<file path="src/rtl/pbits.sv">
// pbits: gathers four bit-interleaved lane words, packs them into one 32-bit word and writes it to memory.
// Optional write timeout enabled by defining PBITS_WR_TIMEOUT_EN.
module pbits (
    input  logic        clk_i,
    input  logic        rst_i,
    input  logic        start_i,
    input  logic [31:0] data_i,
    input  logic [31:0] address_i,
    output logic [31:0] rd_o,
    output logic [31:0] inc_addr_o,
    output logic        done_o,
    output logic        busy_o,
    output logic        wr_start_o,
    output logic [31:0] wr_addr_o,
    output logic [31:0] wr_data_o,
    input  logic        wr_done_i,
    output logic        err_o
);

    localparam int unsigned WORD_W  = 32;
    localparam int unsigned LANES   = 4;
    localparam int unsigned BYTE_W  = 8;
    localparam int unsigned LANE_W  = 2;
    localparam logic [WORD_W-1:0] ADDR_INC = 32'd4;

    typedef enum logic [2:0] {
        S_IDLE,
        S_ACK,
        S_WRITE,
        S_WAIT,
        S_DONE
    } state_t;

    state_t              state_q;
    state_t              state_d;
    logic [LANE_W-1:0]   lane_q;
    logic [WORD_W-1:0]   pack_q;
    logic [WORD_W-1:0]   addr_q;
    logic [BYTE_W-1:0]   lane_byte;
    logic                tmo_hit;
    logic                err_q;

    // Pick every fourth bit of the lane word, starting at the current lane.
    always_comb begin
        lane_byte = '0;
        for (int k = 0; k < int'(BYTE_W); k++) begin
            lane_byte[k] = data_i[5'(k * int'(LANES)) + 5'(lane_q)];
        end
    end

    always_ff @(posedge clk_i) begin
        if (rst_i) begin
            state_q <= S_IDLE;
        end else begin
            state_q <= state_d;
        end
    end

    always_ff @(posedge clk_i) begin
        if (rst_i) begin
            lane_q <= '0;
            pack_q <= '0;
            addr_q <= '0;
        end else begin
            case (state_q)
                S_IDLE: begin
                    if (start_i) begin
                        pack_q[{lane_q, 3'b000} +: BYTE_W] <= lane_byte;
                        if (lane_q == '0) begin
                            addr_q <= address_i;
                        end
                    end
                end
                S_ACK:  lane_q <= lane_q + LANE_W'(1);
                S_DONE: begin
                    lane_q <= '0;
                    pack_q <= '0;
                end
                default: ;
            endcase
        end
    end

`ifdef PBITS_WR_TIMEOUT_EN
    localparam int unsigned TMO_W = 8;
    logic [TMO_W-1:0] tmo_q;

    // Counts WAIT cycles; the 256th cycle without an acknowledge aborts the write.
    assign tmo_hit = (state_q == S_WAIT) && !wr_done_i && (tmo_q == {TMO_W{1'b1}});

    always_ff @(posedge clk_i) begin
        if (rst_i) begin
            tmo_q <= '0;
            err_q <= 1'b0;
        end else begin
            if (state_q == S_WAIT) begin
                tmo_q <= tmo_q + TMO_W'(1);
            end else begin
                tmo_q <= '0;
            end
            if (tmo_hit) begin
                err_q <= 1'b1;
            end else if (state_q == S_DONE) begin
                err_q <= 1'b0;
            end
        end
    end
`else
    assign tmo_hit = 1'b0;
    assign err_q   = 1'b0;
`endif

    always_comb begin
        state_d = state_q;
        case (state_q)
            S_IDLE: begin
                if (start_i) begin
                    state_d = (lane_q == LANE_W'(LANES - 1)) ? S_WRITE : S_ACK;
                end
            end
            S_ACK:   state_d = S_IDLE;
            S_WRITE: state_d = S_WAIT;
            S_WAIT: begin
                if (wr_done_i || tmo_hit) begin
                    state_d = S_DONE;
                end
            end
            S_DONE:  state_d = S_IDLE;
            default: state_d = S_IDLE;
        endcase
    end

    // Outputs decode the state; everything not valid in a state stays zero.
    always_comb begin
        rd_o       = '0;
        inc_addr_o = '0;
        done_o     = 1'b0;
        wr_start_o = 1'b0;
        wr_addr_o  = '0;
        wr_data_o  = '0;
        err_o      = 1'b0;
        busy_o     = (state_q != S_IDLE);
        case (state_q)
            S_ACK: begin
                done_o = 1'b1;
                rd_o   = pack_q;
            end
            S_WRITE: begin
                wr_start_o = 1'b1;
                wr_addr_o  = addr_q;
                wr_data_o  = pack_q;
            end
            S_WAIT: begin
                wr_addr_o = addr_q;
                wr_data_o = pack_q;
            end
            S_DONE: begin
                done_o = 1'b1;
                err_o  = err_q;
                if (!err_q) begin
                    rd_o       = pack_q;
                    inc_addr_o = ADDR_INC;
                end
            end
            default: ;
        endcase
    end

endmodule

</file>
<file path="config.mk">
export PLATFORM = sky130hd
export DESIGN_NAME = pbits
export DESIGN_NICKNAME = d
export VERILOG_FILES = /design/src/rtl/pbits.sv
export SDC_FILE = /design/constraint.sdc
export NUM_CORES = 1
export LEC_CHECK = 0
export ABC_AREA = 1
export ABC_CLOCK_PERIOD_IN_PS = 2600
export BUFFER_PORTS_ARGS = -buffer_cell sky130_fd_sc_hd__clkbuf_2
export CORE_ASPECT_RATIO = 1.75
export CORE_MARGIN = 8
export CORE_UTILIZATION = 46
export CTS_BUF_LIST = sky130_fd_sc_hd__clkbuf_16
export CTS_CLUSTER_SIZE = 10
export DETAILED_ROUTE_END_ITERATION = 10
export HOLD_SLACK_MARGIN = 0.02
export PLACE_DENSITY_LB_ADDON = 0.05
export SYNTH_ARGS = -nofsm -noshare
export SYNTH_HDL_FRONTEND = slang
export SYNTH_SLANG_ARGS = --single-unit
</file>
<file path="constraint.sdc">
create_clock -name clk_i -period 2.6 [get_ports clk_i]
set_clock_uncertainty 0.05 [all_clocks]
set_input_delay 0.52 -clock clk_i [delete_from_list [all_inputs] [get_ports clk_i]]
set_output_delay 0.52 -clock clk_i [all_outputs]
set_load 0.02 [all_outputs]
</file>
# --- Yosys cells after proc, flatten, opt, wreduce, memory -nomap -nowiden ---
# Index checks and enable logic that the tools add are counted.
classes:
  add_sub_neg: 9
  n_lt_le_gt_ge: 8
  n_eq_ne: 7
  shift: 2
  n_mux: 30
  n_reduce_logical: 10
op_table:
  columns: ["op", "n"]
  rows:
  - ["2-to-1 mux 32 bit", 4]
  - ["one-hot mux 32 bit (2 select lines)", 1]
  - ["less-than comparator 5 x 6 -> 1 bit (second input constant)", 6]
  - ["binary-select mux 1 bit (select 5 bit)", 7]
  - ["bitwise mux 32 bit", 1]
  - ["variable shift 8 x 7 -> 32 bit (first input constant)", 1]
  - ["indexed part select 8 x 7 -> 32 bit", 1]
  - ["adder 4 x 2 -> 5 bit (first input constant)", 2]
  - ["adder 5 x 2 -> 5 bit (first input constant)", 2]
  - ["2-to-1 mux 1 bit", 10]
  - ["2-to-1 mux 3 bit", 3]
  - ["one-hot mux 3 bit (3 select lines)", 1]
  - ["negator 5 -> 7 bit", 1]
  - ["== test 3 x 2 -> 1 bit (second input constant)", 2]
  - ["less-than comparator 2 x 6 -> 1 bit (second input constant)", 1]
  - ["less-than comparator 4 x 6 -> 1 bit (second input constant)", 1]
  - ["adder 4 x 3 -> 5 bit (first input constant)", 1]
  - ["adder 3 x 2 -> 4 bit (first input constant)", 1]
  - ["adder 3 x 3 -> 4 bit (first input constant)", 1]
  - ["inequality test 2 bit (second input constant)", 2]
  - ["one-hot mux 2 bit (2 select lines)", 1]
  - ["AND reduction 2 bit", 2]
  - ["nonzero test 2 bit", 2]
  - ["OR reduction 2 bit", 2]
  - ["other kinds (10)", 10]
totals:
  ff_bits: 69
  input_bits: 68
  out_inout_bits: 132
  elab_cells: 70

# --- Depth between registers and ports, before layout ---
depth:
  depth_word: 7
  ltp_mapped: 11
  depth_no_buf: 8

# --- Worst setup path before layout ---
# Ideal clock, no wire load.
synth_timing:
  path_type: "reg-to-output"
  from: "register state_q[0]"
  to: "output rd_o[10]"
  t_arrival_ns: 1.429
  required_time_ns: 2.030
  path_slack_ns: 0.601
  stages_incl_launch_ff: 7
  n_path_buf: 1
  path_cell_list: "dfxtp_1 > nor2_4 > nand2_2 > nand2_1 > inv_2 > buf_2 > nor2_1"
synth_via:
  elab_chain_cells: 3
  word_cells_on_any_way: 4
  classes_between: "2 x eq/ne; 1 x mux; 1 x reduce/logical"
synth_rtl:
  columns: ["item", "line", "source"]
  rows:
  - ["start, declared", "34", "state_t state_q;"]
  - ["start signal, assigned", "55", "state_q <= state_d;"]
  - ["== test 3 bit or == test 3 x 1 -> 1 bit (tied branches)", "143", "case (state_q)"]
  - ["OR reduction 2 bit (no source line) (*)", null, null]
  - ["2-to-1 mux 32 bit (*)", null, null]
  - ["end, declared", "9", "output logic [31:0] rd_o,"]
# Mark *: on every way between the ends. The rest lies on a longest branch, timed or not.

# --- Final worst setup path ---
layout_timing:
  from: "register state_q[1]"
  to: "output rd_o[26]"
# The elaborated chain is that of the path after synthesis.

==> out/summary.txt <==
status = complete, no violations
Period Utilization, post-route = 0.927
crit path max fanout = 34
DP Cell Count = 823
Crit-path slowest cell = inv_2
Die W = 85.1 µm
Final Max Slew Viols = 0
Post-synth EDFFs = 0
reg2reg end = addr_q[19]
largest net degree at the start of global routing = 64
gr usage total = 0.193
Worst-Margin Slew = 0.949 ns
CP delay by family, top = buffers and inverters
Worst setup EP type = output pin
drt pass-1 iters = 5
hpwl dp = 8.80 mm
Port Buffer Count = 167
fin nets = 816
number of global-route vias before repair = 3925
final setup vio count = 0
maximum clock insertion buffer count = 2
antenna violations before repair = 0
clock sinks = 69
initial DRC count = 194
WP data required = 2.03 ns
share of synthesized registers carrying an async set or reset = 0
RR Startpoint = state_q[0]
CP startpoint kind = flip-flop
post-DR vias/cell = 4.85
Remaining Overflow, GRT = 0
Starting Density = 0.469
endpoints failing hold = 0
drc violations = 0
RSZ-0062 raised after global routing = no
top_reg_cell synth = dfxtp_1
combinational share of power = 0.272
Worst Hold Path EP = addr_q[3]
P_leak = 2.30 nW
global placement routability congestion = 0.852
gate count of the mapped netlist = 592
CTS Root Cell = clkbuf_16
sequential cell area fraction in the yosys report = 0.359
Util after Layout = 0.590
Routed WL per cell = 13.8 µm
clk_lat worst skew = 0.33 ns
total negative setup slack = 0 ns
#FFs+latches synth = 69
PD cells = 639 mW/mm²
I/O pins = 200
switch share = 0.344
flop-to-flop setup slack = 0.54 ns
worst rel slew slack = 0.365
CTS Buf Count = 9
Net Sw Power = 1.06 mW
fin crit period = 2.41 ns
die area = 0.0117 mm²
Avg Synthesized Cell Area = 6.49 µm²
die height = 137 µm
Finished Layout Cells = 837
first-pass GRT wire length = 18.3 mm
warnings from Yosys = 0
VDD IR-drop max = 0.345 mV
clk slew on worst S/H paths = 0.05 ns
Int Pwr = 2.03 mW
Critical Path, Cell by Cell = nor2_1 > nand2_1 > nand2_1 > inv_2 > nor2_1 > clkbuf_2
post-CTS setup buffer count = 0
Max Freq = 415 MHz
Final Instance Area = 0.00484 mm²
post-CTS sizing = 0
Bufs and invs on worst path = 2
top cells by count, synth = 125 x nor2_1, 78 x inv_1, 69 x dfxtp_1, 65 x a21oi_1, 65 x nand3_1
CTS tree = yes
fillers = 828
synthesized area = 0.00384 mm²
DRT antenna net count = 0
number of max-cap violations = 0
diodes inserted = 0
DP Area = 0.00459 mm²
share of layout cells above drive strength 1 = 0.268
CP peak stage delay = 0.47 ns
dominant cell type by area after synthesis = dfxtp_1
Cell Rows = 44
cell count of the worst hold path = 2
Synth cell types = 24
Synth-to-Final Area Change = 25.8%
Flop pwr share = 0.391
cell with the most instances after synthesis = nor2_1
worst r2r path cells = 6
kind of critical path = flip-flop to output pin
# hold bufs at CTS = 0
hold_sp = addr_q[3]
Clock Power Share = 0.336
vias = 4060
CP Data Arrival Time = 1.84 ns
area of the core = 0.00820 mm²
worst hold slack = 0.401 ns
Synth area leaders = dfxtp_1 36%, nor2_1 12%, a21oi_1 8.5%, nand3_1 8.5%, inv_1 7.6%
routed wire length = 11.5 mm
top cell type's share of synthesized area = 0.359
HP Class = flip-flop to flip-flop
H-tree Lvls = 3
## logic make-up after synthesis
logic type | synth area share
compound gates | 0.132
fa+ha+maj | 0.0195
buf+inv | 0.181
flops | 0.359
other cells | 0.000975
simple gates | 0.307
## worst reg2reg max path, cell delays in order, from the launching register on
cell and delay [ns]:
dfxtp_1 0.38, nor2_4 0.22, nand2_4 0.11, nor2_8 0.12
nand2_2 0.53, o21ai_0 0.44, a21oi_1 0.06
## worst max path at each step
stage / startpoint / end / cells past startpoint
6_report: state_q[1] / rd_o[26] / 6
5_1_grt: state_q[0] / rd_o[13] / 6
4_1_cts: state_q[1] / rd_o[26] / 6
2_1_floorplan: state_q[0] / rd_o[10] / 6
3_5_place_dp: start_i / addr_q[14] / 6
3_3_place_gp: state_q[0] / rd_o[27] / 6
## state kept, by name, indices dropped and copies added (netlist names)
register,count
state_q,3
addr_q,32
pack_q,32
lane_q,2
## power by group through the flow
stage                     Clock [mW]  Sequential [mW]  Combinational, mW
after detailed placement           0             1.23              0.838
after global placement             0             1.23              0.821
final                           1.04             1.21              0.842
after global routing            1.11             1.22              0.943
after CTS                       1.06             1.21              0.843
after floorplan                    0             1.22              0.658
## per-layer routing
metal | global-route usage | part of all wire | up-vias
li1 | - | - | 2087
met1 | 0.200 | 0.38 | 1832
met2 | 0.360 | 0.54 | 128
met3 | 0.0535 | 0.061 | 13
met4 | 0.0658 | 0.015 | 0
met5 | 0 | 0 | -
## per-stage QoR
step / power (mW) / setup WS (ns)
final: 3.09 / 0.191
after global routing: 3.28 / 0.0650
after CTS: 3.12 / 0.193
after detailed placement: 2.07 / 0.467
after global placement: 2.05 / 0.594
after floorplan: 1.88 / 0.601
## cells in the final DEF, fill, tap and decap left out
| master | count |
|---|---|
| inv_2 | 1 |
| inv_1 | 80 |
| nand2_2 | 3 |
| o21ai_0 | 31 |
| conb_1 | 32 |
| clkinv_1 | 1 |
| buf_12 | 1 |
| nand4_2 | 2 |
| buf_4 | 7 |
| ha_1 | 6 |
| nand2_4 | 2 |
| nand3_1 | 65 |
| clkbuf_2 | 167 |
| nand4_1 | 3 |
| nor2_1 | 125 |
| o21ai_1 | 4 |
| nor2_4 | 4 |
| nand2_1 | 62 |
| clkinv_2 | 3 |
| a211oi_1 | 1 |
| clkbuf_16 | 9 |
| nor3_1 | 1 |
| dfxtp_1 | 69 |
| a21oi_1 | 65 |
| nor2_8 | 1 |
## cell type report
cell class | instances | area (µm²) | area share
Clock buffer | 9 | 225 | 0.0465
Tap cell | 92 | 115 | 0.0238
Timing Repair Buffer | 175 | 908 | 0.188
Multi-Input combinational cell | 407 | 1890 | 0.390
Sequential cell | 69 | 1380 | 0.285
Clock inverter | 5 | 22.5 | 0.00465
Inverter | 80 | 300 | 0.0621
No activity file was read; power rests on OpenSTA's default activity.
